[src/rtl/serv_rf_ram_bridge.sv]
// SERV register-file bridge: bit-serial rs1/rs2 read streams and two serial write ports
// mapped onto W-bit word accesses of a 1R1W RAM with one-cycle read latency.
module serv_rf_ram_bridge #(
    parameter  int W        = 2,
    parameter  int CSR_REGS = 4,
    localparam int RAW      = $clog2(32 + CSR_REGS),
    localparam int AW       = RAW + $clog2(32 / W)
) (
    input  logic           i_clk,
    input  logic           i_rst,
    input  logic           i_rreq,
    input  logic           i_wreq,
    output logic           o_ready,
    input  logic [RAW-1:0] i_rreg0,
    input  logic [RAW-1:0] i_rreg1,
    input  logic [RAW-1:0] i_wreg0,
    input  logic [RAW-1:0] i_wreg1,
    input  logic           i_wen0,
    input  logic           i_wen1,
    input  logic           i_wdata0,
    input  logic           i_wdata1,
    output logic           o_rdata0,
    output logic           o_rdata1,
    output logic [AW-1:0]  o_waddr,
    output logic [W-1:0]   o_wdata,
    output logic           o_wen,
    output logic [AW-1:0]  o_raddr,
    output logic           o_ren,
    input  logic [W-1:0]   i_rdata
);

    localparam int         WB    = $clog2(W);
    localparam int         IB    = 5 - WB;
    localparam logic [4:0] LAST  = 5'(W - 1);
    localparam logic [4:0] PRE   = 5'(W - 2);

    typedef enum logic [1:0] {IDLE, PRE0, PRE1, STREAM} state_t;

    state_t         state_q, state_d;
    logic [4:0]     cnt_q, cnt_d;
    logic           rd_q, rd_d;
    logic [W-1:0]   rbuf0_q, rbuf1_q;
    logic [W-1:0]   wbuf0_q, wbuf1_q;
    logic           wok0_q, wok1_q;
    logic           wen_q, p1_pend_q;
    logic [AW-1:0]  waddr_q, p1_addr_q;
    logic [W-1:0]   wdata_q, p1_data_q;

    function automatic logic [AW-1:0] word_addr(input logic [RAW-1:0] r, input logic [5:0] n);
        return (AW'(r) << IB) | AW'(n);
    endfunction

    logic         stream, word_end, bypass, ok0, ok1;
    logic [4:0]   k_mod;
    logic [5:0]   k6, nxt1, nxt2;
    logic [W-1:0] wnew0, wnew1;

    assign stream   = (state_q == STREAM);
    assign k_mod    = cnt_q & LAST;
    assign k6       = {1'b0, cnt_q};
    assign nxt1     = k6 + 6'd1;
    assign nxt2     = k6 + 6'd2;
    assign word_end = stream && (k_mod == LAST);
    // The rs2 word for slot n arrives in the very cycle its first bit is due.
    assign bypass   = stream && (k_mod == 5'd0) && (cnt_q != 5'd0);
    assign wnew0    = {i_wdata0, wbuf0_q[W-1:1]};
    assign wnew1    = {i_wdata1, wbuf1_q[W-1:1]};
    assign ok0      = ((k_mod == 5'd0) | wok0_q) & i_wen0;
    assign ok1      = ((k_mod == 5'd0) | wok1_q) & i_wen1;

    // NOTE: every combinational output gets a default first so no latch is inferred.
    always_comb begin
        state_d = state_q;
        cnt_d   = cnt_q;
        rd_d    = rd_q;
        case (state_q)
            IDLE: if (i_rreq || i_wreq) begin
                state_d = PRE0;
                rd_d    = i_rreq;
            end
            PRE0:   state_d = PRE1;
            PRE1: begin
                state_d = STREAM;
                cnt_d   = '0;
            end
            STREAM: begin
                cnt_d = cnt_q + 5'd1;
                if (cnt_q == 5'd31) state_d = IDLE;
            end
            default: state_d = IDLE;
        endcase
    end

    always_comb begin
        o_ren   = 1'b0;
        o_raddr = '0;
        if (!i_rst) begin
            case (state_q)
                IDLE: if (i_rreq) begin
                    o_ren   = 1'b1;
                    o_raddr = word_addr(i_rreg0, 6'd0);
                end
                PRE0: if (rd_q) begin
                    o_ren   = 1'b1;
                    o_raddr = word_addr(i_rreg1, 6'd0);
                end
                STREAM: if (rd_q) begin
                    if (k_mod == PRE && nxt2 < 6'd32) begin
                        o_ren   = 1'b1;
                        o_raddr = word_addr(i_rreg0, nxt2 >> WB);
                    end else if (k_mod == LAST && nxt1 < 6'd32) begin
                        o_ren   = 1'b1;
                        o_raddr = word_addr(i_rreg1, nxt1 >> WB);
                    end
                end
                default: ;
            endcase
        end
    end

    // NOTE: sequential state uses non-blocking assignments only.
    always_ff @(posedge i_clk) begin
        if (i_rst) begin
            state_q   <= IDLE;
            cnt_q     <= '0;
            rd_q      <= 1'b0;
            wen_q     <= 1'b0;
            p1_pend_q <= 1'b0;
        end else begin
            state_q <= state_d;
            cnt_q   <= cnt_d;
            rd_q    <= rd_d;
            if (word_end) begin
                wen_q     <= ok0 & (|i_wreg0);
                p1_pend_q <= ok1 & (|i_wreg1);
            end else begin
                wen_q     <= p1_pend_q;
                p1_pend_q <= 1'b0;
            end
        end
    end

    // NOTE: datapath registers are not reset; every use is qualified by reset-cleared control.
    always_ff @(posedge i_clk) begin
        case (state_q)
            PRE0: rbuf0_q <= i_rdata;
            PRE1: rbuf1_q <= i_rdata;
            STREAM: begin
                rbuf0_q <= (k_mod == LAST) ? i_rdata : (rbuf0_q >> 1);
                rbuf1_q <= bypass ? (i_rdata >> 1) : (rbuf1_q >> 1);
            end
            default: ;
        endcase
        if (stream) begin
            if (i_wen0) wbuf0_q <= wnew0;
            if (i_wen1) wbuf1_q <= wnew1;
            wok0_q <= ok0;
            wok1_q <= ok1;
        end
        if (word_end) begin
            waddr_q   <= word_addr(i_wreg0, k6 >> WB);
            wdata_q   <= wnew0;
            p1_addr_q <= word_addr(i_wreg1, k6 >> WB);
            p1_data_q <= wnew1;
        end else if (p1_pend_q) begin
            waddr_q <= p1_addr_q;
            wdata_q <= p1_data_q;
        end
    end

    assign o_ready  = (state_q == PRE1);
    assign o_rdata0 = stream && rd_q && (|i_rreg0) && rbuf0_q[0];
    assign o_rdata1 = stream && rd_q && (|i_rreg1) && (bypass ? i_rdata[0] : rbuf1_q[0]);
    assign o_wen    = wen_q;
    assign o_waddr  = waddr_q;
    assign o_wdata  = wdata_q;

endmodule
[config.mk]
export PLATFORM = sky130hd
export DESIGN_NAME = serv_rf_ram_bridge
export DESIGN_NICKNAME = d
export VERILOG_FILES = /design/src/rtl/serv_rf_ram_bridge.sv
export SDC_FILE = /design/constraint.sdc
export NUM_CORES = 1
export LEC_CHECK = 0
export BUFFER_PORTS_ARGS = -buffer_cell sky130_fd_sc_hd__buf_2
export CORE_ASPECT_RATIO = 1.25
export CORE_MARGIN = 3
export CORE_UTILIZATION = 46
export DETAILED_ROUTE_END_ITERATION = 10
export GPL_ROUTABILITY_DRIVEN = 0
export PLACE_DENSITY = 0.81
export SYNTH_ARGS = -nofsm -noshare
export SYNTH_HDL_FRONTEND = slang
export SYNTH_SLANG_ARGS = --single-unit
[constraint.sdc]
create_clock -name i_clk -period 1.4 [get_ports i_clk]
set_input_delay 0.21 -clock i_clk [delete_from_list [all_inputs] [get_ports i_clk]]
set_output_delay 0.21 -clock i_clk [all_outputs]
set_load 0.01 [all_outputs]
==> impl_metrics.csv, run 1 <==
group,metric,value,unit
global_route,grt_max_degree,16,
global_route,grt_usage,0.209,
floorplan,ios,61,
global_route,grt_pass1_wl,8470,um
global_route,grt-ovfl-total,0,
drt,via_per_inst,5.36,
power,p_leak,1.34,nW
worst_setup_path,crit_path_start_kind,"register",
sta,slew_violations,0,
clock_network,clkTransAtPathRegs,0.09,ns
synth,synthDistinctLibCells,42,
drt,drc,0,
floorplan,coreArea,4230,um^2
synth,syn-num-nets,220,
worst_setup_path,critPathMaxFanout,7,
clock_network,htree_levels,2,
clock_network,cts_buffers,5,
clock_network,cts_tree,"done",
sta,min_period,1.87,ns
drt,wl,5440,um
layout,final_area,3280,um^2
sta,finalHoldViolCount,0,
synth,synth_edf_count,32,
clock_network,clk_latency,0.30,ns
worst_setup_path,worstPathArrival,1.66,ns
sta,tightest_slew,0.374,ns
place,placed_cell_area,2760,um^2
synth,synth_top_family_by_area,"simple AND/OR/NAND/NOR gates",
hold_path,hp-start,"i_wreg1[3]",
place,placed_cells,312,
layout,drive_gt1_frac,0.632,
hold_path,holdPathStages,1,
synth,synth-seq-cells,42,
worst_setup_path,critPathKind,"register to output port",
place,io_buffers,60,
worst_setup_path,timing.rr.start,"cnt_q[0]",
sta,fin_crit_sh,1.33,
place,hpwl,3470,um
worst_setup_path,reg2regPathDepth,7,
worst_setup_path,required,1.19,ns
synth,synthCells,178,
worst_setup_path,cp-end-kind,"output port",
synth,async_flop_share,0,
synth,synth-simple-area-share,0.171,
layout,fin_util,0.776,
drt,ant_nets,0,
drt,dr_total_vias,1786,
floorplan,rows,26,
hold_path,hold_class,"input port to register",
sta,rsz0062_at_grt,"yes",
synth,avgSynthCellArea,11.6,um^2
sta,setup-violations-final,26,
floorplan,die_h,81.0,um
place,pre_cts_ws,-0.215,ns
floorplan,dieArea,5350,um^2
outcome,violations,"negative setup slack",
clock_network,cts_sinks,42,
layout,area_growth,58.5,%
layout,layout.nets,318,
power,power.density,1170,nW/um^2
sta,fmax,536,MHz
clock_network,holdBufCountCts,0,
flow_run,cap_viol_max_count,0,
synth,synthMuxAreaShare,0.0598,
floorplan,fp.dieW,66.0,um
layout,finalNonFillerCells,333,
synth,synthFlopType,"edfxtp_1",
synth,yosysWarningCount,0,
clock_network,cts_root_buf,"clkbuf_8",
global_route,antenna_found_initial,0,
drt,first_iter_violations,70,
synth,yosys.area_share.adder,0.0483,
drt,routedWlPerCell,16.3,um
sta,setup_slack,-0.466,ns
sta,slew-limit-headroom,0.748,
drt,dr.pass1.iters,4,
synth,synth_area,2070,um^2
outcome,status,"finished, violations left",
clock_network,clk_path_buf_depth,2,
sta,skew,0.0101,ns
synth,synth_compound_area_frac,0.117,
power,ir_drop,1120,uV
worst_setup_path,cp-startpoint,"state_q[1]",
synth,synth_sequential_area_ratio,0.560,
layout,antennaDiodeCount,0,
sta,setup_tns,-5.98,ns
global_route,grt_pass1_vias,1826,
sta,timing.hold.ws,0.0903,ns
floorplan,initial_core_util,0.490,
power,totalPowerFinal,3.85,mW
synth,synth-xor-area-share,0.00845,
-- cell usage in the layout, fill, tap and decap left out, drive strengths merged, types with 3 or more instances in the layout --
master	synthesis	routed
nor3b	4	4
a21oi	7	7
buf	7	97
dfxtp	10	10
nand2	21	21
o21a	4	4
nor2	11	11
edfxtp	32	32
ha	8	8
clkbuf	1	6
nand3	5	5
mux2	11	11
clkinvlp	0	3
or4	3	3
and3	3	3
o21ai	5	5
o22ai	6	6
inv	7	7
and2	4	4
nor2b	4	4
-- state kept, by name, summed over array words and instances (netlist names) --
signal / flops
wbuf0_q: 1
p1_data_q: 2
cnt_q: 5
rd_q: 1
rbuf0_q: 2
wok0_q: 1
rbuf1_q: 2
state_q: 2
o_waddr: 10
o_wdata: 2
o_wen: 1
wbuf1_q: 1
wok1_q: 1
p1_pend_q: 1
p1_addr_q: 10
-- layer usage --
| layer | global-route usage | wire length, um | share of wire |
|---|---|---|---|
| met4 | 0.0793 | 121 | 0.022 |
| met5 | 0 | 0 | 0 |
| met2 | 0.411 | 3080 | 0.57 |
| met1 | 0.213 | 1930 | 0.36 |
| met3 | 0.0415 | 306 | 0.056 |
-- what timing repair did --
item,in CTS,in global routing
cloned,4,0
hold endpoints to repair,0,0
buffers inserted,6,4
gates resized for setup,53,18
pin swaps,15,11
setup endpoints to repair,53,30
-- Yosys cell counts (2+ instances only) --
cell type,instances,share of area
edfxtp_1,32,0.46
nand2_1,20,0.036
mux2_2,11,0.060
nor2_1,11,0.020
dfxtp_1,10,0.097
ha_1,8,0.048
a21oi_1,7,0.017
inv_1,6,0.011
o22ai_1,6,0.018
buf_2,5,0.012
o21ai_0,5,0.012
and2_1,4,0.012
nand3_1,4,0.0097
nor2b_1,4,0.012
nor3b_1,4,0.014
o21a_1,4,0.014
and3_1,3,0.0091
or4_1,3,0.011
a31oi_1,2,0.0060
a32oi_2,2,0.016
nand2b_1,2,0.0060
nor3_1,2,0.0048
nor4b_1,2,0.0085
o311a_1,2,0.0097
xor2_1,2,0.0085
-- power by group --
group          internal [mW]  switching, mW  total, mW
registers               1.48         0.0778       1.56
clock network          0.360          0.450      0.809
logic                  0.748          0.731       1.48
-- critical path, stage by stage (launching register included) --
cell and delay (ns):
dfxtp_4 0.37, buf_6 0.12, ha_4 0.16, nor2_4 0.17
clkbuf_16 0.18, nand2_1 0.08, o22ai_2 0.12, buf_2 0.15
-- path summary, 6_finish.rpt --
| kind | endpoint | slack (ns) |
|---|---|---|
| setup / recovery | o_raddr[9] | -0.47 |
| hold / removal | p1_addr_q[7] | 0.09 |
| setup reg to reg | rbuf1_q[0] | -0.26 |
| hold reg to reg | p1_data_q[0] | 0.44 |
-- logic make-up after synthesis --
group	Yosys count
and+or+nand+nor	66
DFF	42
AOI/OAI and AO/OA	34
buffers and inverters	15
muxes	11
adders and majority gates	8
xor gates and xnor gates	2
-- area by class of cell --
class / count / area, um^2
sequential: 42 / 1180
tap: 56 / 70.1
inverter: 7 / 40.0
clock inverter: 3 / 25.0
fill: 244 / 946
timing repair inverter: 1 / 7.51
clock buffer: 5 / 68.8
timing repair buffer: 98 / 717
multi-input combinational: 121 / 1170
No activity file was read; power rests on OpenSTA's default activity.
==> run 2, diff against run 1 <==
ABC_AREA = 1   (was not set)
MAX_ROUTING_LAYER = met4   (was not set)
==> run 2 against run 1 <==
Compared with the run above: the run still ends with negative setup slack left; fmax increased by 2.1%; register-to-register slack better by 0.29 ns; sequential power hardly changed; largest power group unchanged; critical path type unchanged; largest cell class unchanged.
==> impl_metrics.csv, run 2 <==
group,metric,value,unit
synth,synth_area,2070,um^2
worst_setup_path,cp-end-kind,"output port",
global_route,grt_usage,0.202,
clock_network,cts_root_buf,"clkbuf_8",
hold_path,holdPathStages,1,
sta,min_period,1.83,ns
worst_setup_path,crit_cells,9,
worst_setup_path,cp_top_family,"adder cells",
drt,wl_met1,1910,um
sta,fmax,547,MHz
clock_network,clk_path_buf_depth,2,
clock_network,htree_levels,2,
flow_run,cap_viol_max_count,0,
drt,dr.pass1.iters,4,
sta,setup_tns,-4.75,ns
layout,drive_gt1_frac,0.446,
sta,slew-limit-headroom,0.855,
global_route,grt_pass1_vias,1928,
power,power.density,1190,nW/um^2
floorplan,ios,61,
sta,tightest_slew,0.217,ns
clock_network,cts_buffers,5,
layout,layout.nets,373,
synth,synthFlopType,"edfxtp_1",
place,placed_cell_area,2680,um^2
worst_setup_path,path_buf_inv,1,
layout,fin_util,0.716,
global_route,grt-ovfl-total,0,
layout,final_area,3000,um^2
drt,dr_wl_met3,267,um
synth,synth_top_area_frac,0.465,
clock_network,cts_tree,"done",
worst_setup_path,required,1.19,ns
synth,synth_edf_count,32,
power,p_leak,1.38,nW
layout,area_growth,45.4,%
worst_setup_path,timing.rr.start,"state_q[1]",
synth,synth-seq-cells,42,
synth,yosysTopAreaCell,"edfxtp_1",
layout,fillers,290,
sta,setup_slack,-0.427,ns
synth,yosysWarningCount,0,
drt,highest_layer,"met4",
drt,first_iter_violations,121,
sta,finalHoldViolCount,0,
outcome,violations,"negative setup slack",
floorplan,dieArea,5340,um^2
global_route,grt_pass1_wl,8110,um
layout,antennaDiodeCount,0,
synth,synthCells,235,
worst_setup_path,critPathMaxFanout,5,
floorplan,initial_core_util,0.492,
drt,via_per_inst,4.97,
layout,layout_common_cells,"nand2_1 (67), buf_2 (55), edfxtp_1 (32), buf_4 (24), nor2_1 (23)",
worst_setup_path,critPathKind,"register to output port",
sta,slew_violations,0,
sta,rsz0062_at_grt,"yes",
synth,yosys-top-cells-count,"nand2_1 (78), edfxtp_1 (32), nor2_1 (29)",
clock_network,clk_latency,0.30,ns
sta,fin_crit_sh,1.31,
synth,synthDistinctLibCells,24,
global_route,grt_max_degree,16,
synth,async_flop_share,0,
drt,dr_wl_met2,2850,um
layout,mostFrequentLayoutCell,"nand2_1",
sta,skew,0.0137,ns
hold_path,hold_class,"input port to register",
hold_path,hp-start,"i_wreg1[5]",
synth,synthTopCellsByArea,"edfxtp_1 (47%), nand2_1 (14%), dfxtp_1 (9.7%), nor2_1 (5.3%), ha_1 (4.8%)",
drt,drc,0,
worst_setup_path,max_stage_delay,0.37,ns
floorplan,rows,26,
power,ir_drop,991,uV
synth,yosysMostFrequentCell,"nand2_1",
floorplan,die_h,80.9,um
worst_setup_path,crit_path_start_kind,"register",
outcome,status,"finished, violations left",
drt,dr_total_vias,1928,
place,io_buffers,60,
worst_setup_path,crit_chain,"ha_4 > nand2_2 > nor2_2 > ha_4 > nor2_2 > nor2_1 > nand2_1 > a21oi_2 > buf_2",
global_route,antenna_found_initial,0,
worst_setup_path,worstPathArrival,1.62,ns
worst_setup_path,reg2regPathDepth,7,
worst_setup_path,r2r_slack,0.03,ns
worst_setup_path,timing.rr.end,"rbuf1_q[0]",
drt,ant_nets,0,
hold_path,hold_path_end,"p1_addr_q[9]",
drt,routedWlPerCell,13.4,um
synth,synth_sequential_area_ratio,0.562,
floorplan,fp.dieW,65.9,um
worst_setup_path,slowest_stage,"dfxtp_4",
drt,wl,5190,um
sta,setup-violations-final,13,
synth,syn-num-nets,277,
clock_network,clkTransAtPathRegs,0.09,ns
clock_network,cts_sinks,42,
clock_network,holdBufCountCts,0,
floorplan,coreArea,4200,um^2
place,hpwl,3620,um
synth,avgSynthCellArea,8.79,um^2
==> run 2: cell types whose count changed after synthesis, sizes merged, moves of 4 or more <==
cell,delta
nand2,+59
nor2,+20
inv,+17
nand3,+14
mux2,-11
o22ai,-6
o21ai,+5
and2,-4
buf,-4
nor2b,-4
nor3b,-4
==> run 2: cell type report <==
| class | count | area, um^2 | area share |
|---|---|---|---|
| clock buffers | 5 | 68.8 | 0.0229 |
| clock inverters | 3 | 23.8 | 0.00791 |
| inverters | 24 | 100 | 0.0333 |
| flip-flops and latches | 42 | 1180 | 0.392 |
| well taps | 56 | 70.1 | 0.0233 |
| multi-input cells | 167 | 965 | 0.321 |
| repair buffers | 91 | 599 | 0.200 |
==> run 2: how the worst max path moves through the flow <==
stage                     startpoint         end  slack (ns)
after floorplan             cnt_q[0]  o_raddr[3]       -0.01
final                       cnt_q[1]  o_raddr[3]       -0.43
after global placement    state_q[1]  o_raddr[5]       -0.12
after CTS                   cnt_q[1]  o_raddr[3]       -0.43
after global routing      state_q[0]  o_raddr[4]       -0.51
after detailed placement  state_q[1]  o_raddr[5]       -0.15
==> run 2: worst register-to-register path: stages, from the launching register on <==
cell and delay, ns:
dfxtp_4 0.40, ha_4 0.17, inv_2 0.06, nor2_4 0.13, buf_4 0.14, nand3_1 0.09
nand3_1 0.09, nand2_1 0.05
==> run 2: cell families after synthesis <==
logic type | synth area share
xor gates and xnor gates | 0.00848
adders and majority gates | 0.0485
AOI/OAI and AO/OA | 0.0606
DFF | 0.562
buffers and inverters | 0.0521
and+or+nand+nor | 0.268
==> run 2: through the flow <==
stage | instances | worst slack [ns] | power (mW) | hold WS [ns]
after floorplan | 235 | -0.0145 | 2.17 | 0.269
after global placement | 374 | -0.120 | 2.52 | 0.402
after detailed placement | 374 | -0.150 | 2.55 | 0.407
after CTS | 385 | -0.429 | 3.47 | 0.0991
after global routing | 388 | -0.508 | 3.78 | 0.0826
final | 388 | -0.427 | 3.58 | 0.0953
==> run 2: power breakdown <==
| part | internal, mW | leakage [nW] | switching (mW) |
|---|---|---|---|
| combinational | 0.536 | 0.963 | 0.661 |
| clock | 0.357 | 0.0408 | 0.443 |
| sequential | 1.49 | 0.380 | 0.0963 |
| total | 2.38 | 1.38 | 1.20 |
==> run 2: what timing repair did <==
action                                  CTS  global route
gates resized for setup                  20            29
cloned                                    1             1
endpoints found under the setup margin   56            46
pin swaps                                10            13
buffers inserted                          4             3
hold endpoints to repair                  0             0
==> run 2: per-layer routing <==
| metal | vias to the layer above | track usage |
|---|---|---|
| met5 | - | - |
| met4 | 0 | 0.0935 |
| met3 | 16 | 0.0443 |
| met2 | 75 | 0.372 |
| met1 | 874 | 0.199 |
| li1 | 963 | - |
==> run 3, diff against run 2 <==
PLACE_DENSITY = 0.79   (was 0.81)
==> run 3 against run 2 <==
Compared with the run above: the run still ends with negative setup slack left; worst hold slack better by 0.0065 ns; critical path depth unchanged; sequential share of layout area down 2.0 points; register-to-register slack got worse by 0.09 ns; global-route usage increased by 2.7 points; sequential cell count unchanged; count of clock-buffer cells in the layout is the same; final cell count grew 1.5%; first-iteration DRC count is 54% higher; clock power up 41%; critical endpoint unchanged.
==> impl_metrics.csv, run 3 (synthesis results as in run 2) <==
group,metric,value,unit
floorplan,ios,61,
sta,finalHoldViolCount,0,
sta,slew-limit-headroom,0.830,
drt,dr.pass1.iters,4,
sta,setup-violations-final,14,
floorplan,dieArea,5340,um^2
sta,timing.hold.ws,0.102,ns
worst_setup_path,required,1.19,ns
worst_setup_path,crit_top_cell,"nor2_1",
sta,min_period,1.88,ns
layout,drive_gt1_frac,0.479,
global_route,antenna_found_initial,0,
worst_setup_path,critPathKind,"register to output port",
clock_network,holdBufCountCts,0,
global_route,grt_pass1_wl,8990,um
global_route,grt_usage,0.229,
clock_network,clk_latency,0.30,ns
drt,ant_nets,0,
layout,layout_common_cells,"nand2_1 (60), buf_2 (54), edfxtp_1 (32), nor2_1 (24), buf_4 (24)",
drt,via_per_inst,5.15,
outcome,violations,"negative setup slack",
sta,skew,0.00315,ns
drt,dr_total_vias,2029,
drt,drc,0,
layout,mostFrequentLayoutCell,"nand2_1",
layout,area_growth,53.2,%
worst_setup_path,cp-end-kind,"output port",
power,ir_drop,807,uV
worst_setup_path,max_stage_delay,0.38,ns
sta,rsz0062_at_grt,"yes",
sta,fin_crit_sh,1.34,
worst_setup_path,cp-startpoint,"cnt_q[1]",
drt,wl,5840,um
hold_path,hold_class,"input port to register",
place,io_buffers,60,
worst_setup_path,r2r_slack,-0.06,ns
drt,first_iter_violations,186,
clock_network,htree_levels,2,
worst_setup_path,timing.rr.start,"state_q[1]",
layout,layout.nets,379,
clock_network,clkTransAtPathRegs,0.08,ns
global_route,grt_pass1_vias,2045,
power,power.density,1270,nW/um^2
clock_network,cts_root_buf,"clkbuf_8",
floorplan,coreArea,4200,um^2
worst_setup_path,reg2regPathDepth,8,
worst_setup_path,slowest_stage,"dfxtp_4",
power,p_leak,1.43,nW
layout,final_area,3160,um^2
clock_network,cts_sinks,42,
sta,tightest_slew,0.253,ns
worst_setup_path,critPathMaxFanout,4,
hold_path,holdPathStages,1,
sta,fmax,531,MHz
flow_run,cap_viol_max_count,0,
layout,antennaDiodeCount,0,
floorplan,die_h,80.9,um
global_route,grt_max_degree,15,
floorplan,initial_core_util,0.492,
worst_setup_path,crit_path_start_kind,"register",
place,placed_cell_area,2690,um^2
drt,routedWlPerCell,14.8,um
clock_network,cts_tree,"done",
hold_path,hold_path_end,"p1_addr_q[9]",
sta,slew_violations,0,
worst_setup_path,timing.rr.end,"rbuf1_q[0]",
hold_path,hp-start,"i_wreg1[5]",
global_route,grt-ovfl-total,0,
clock_network,clk_path_buf_depth,2,
floorplan,rows,26,
outcome,status,"finished, violations left",
clock_network,cts_buffers,5,
sta,setup_slack,-0.482,ns
worst_setup_path,worstPathArrival,1.67,ns
worst_setup_path,crit_chain,"ha_4 > nand2_2 > nor2_2 > ha_1 > nor2_1 > nor2_1 > nand2_1 > a21oi_2 > buf_2",
floorplan,fp.dieW,65.9,um
place,hpwl,3700,um
run 3: cell count changes in the layout (fill, tap and decap cells not counted), sizes merged:
cell	change
clkbuf	+1
clkinvlp	-2
bufinv	+2
inv	-1
clkinv	+1
buf	+5
run 3: worst max-delay path by stage:
| stage | end | slack, ns | depth (start not counted) |
|---|---|---|---|
| 6_report | o_raddr[3] | -0.48 | 9 |
| 5_1_grt | o_raddr[3] | -0.54 | 9 |
| 4_1_cts | o_raddr[3] | -0.45 | 9 |
| 3_5_place_dp | o_raddr[7] | -0.16 | 8 |
| 3_3_place_gp | o_raddr[5] | -0.14 | 8 |
| 2_1_floorplan | o_raddr[3] | -0.01 | 8 |
run 3: critical path: cells and delay by family (launching register included):
kind / cells / cell delay [ns]
fa+ha+maj: 2 / 0.44
flops: 1 / 0.38
simple gates: 5 / 0.40
buf+inv: 1 / 0.14
compound gates: 1 / 0.03
run 3: report_power, final:
group / leakage, nW / switching, mW / internal (mW)
sequential: 0.380 / 0.0997 / 1.49
combinational: 0.989 / 0.703 / 0.598
clock: 0.0658 / 0.424 / 0.706
run 3: final cells by class:
class,instances,area (um^2)
inverter,24,110
timing repair buffer,97,699
clock inverter,3,63.8
fill,269,1030
tap,56,70.1
clock buffer,5,68.8
sequential,42,1180
multi-input combinational,167,975
run 3: what timing repair did:
item,CTS,global route
resized for setup,33,39
endpoints found under the setup margin,56,48
gates cloned,1,1
buffers inserted,12,3
pin swaps,17,11
run 3: layer usage:
| layer | track usage | wire [um] |
|---|---|---|
| met5 | - | 0 |
| met2 | 0.427 | 3230 |
| met1 | 0.220 | 2010 |
| met3 | 0.0456 | 328 |
| met4 | 0.116 | 269 |
run 3: stage by stage:
stage,util,cells,power [mW],TNS (ns),setup slack [ns]
CTS,0.719,393,3.88,-4.89,-0.450
detailed placement,0.641,375,2.57,-4.67,-0.160
floorplan,-,235,2.17,-0.0332,-0.0145
global placement,0.641,375,2.55,-3.30,-0.137
global route,0.754,394,4.23,-6.32,-0.539
finish,0.754,394,4.02,-5.24,-0.482
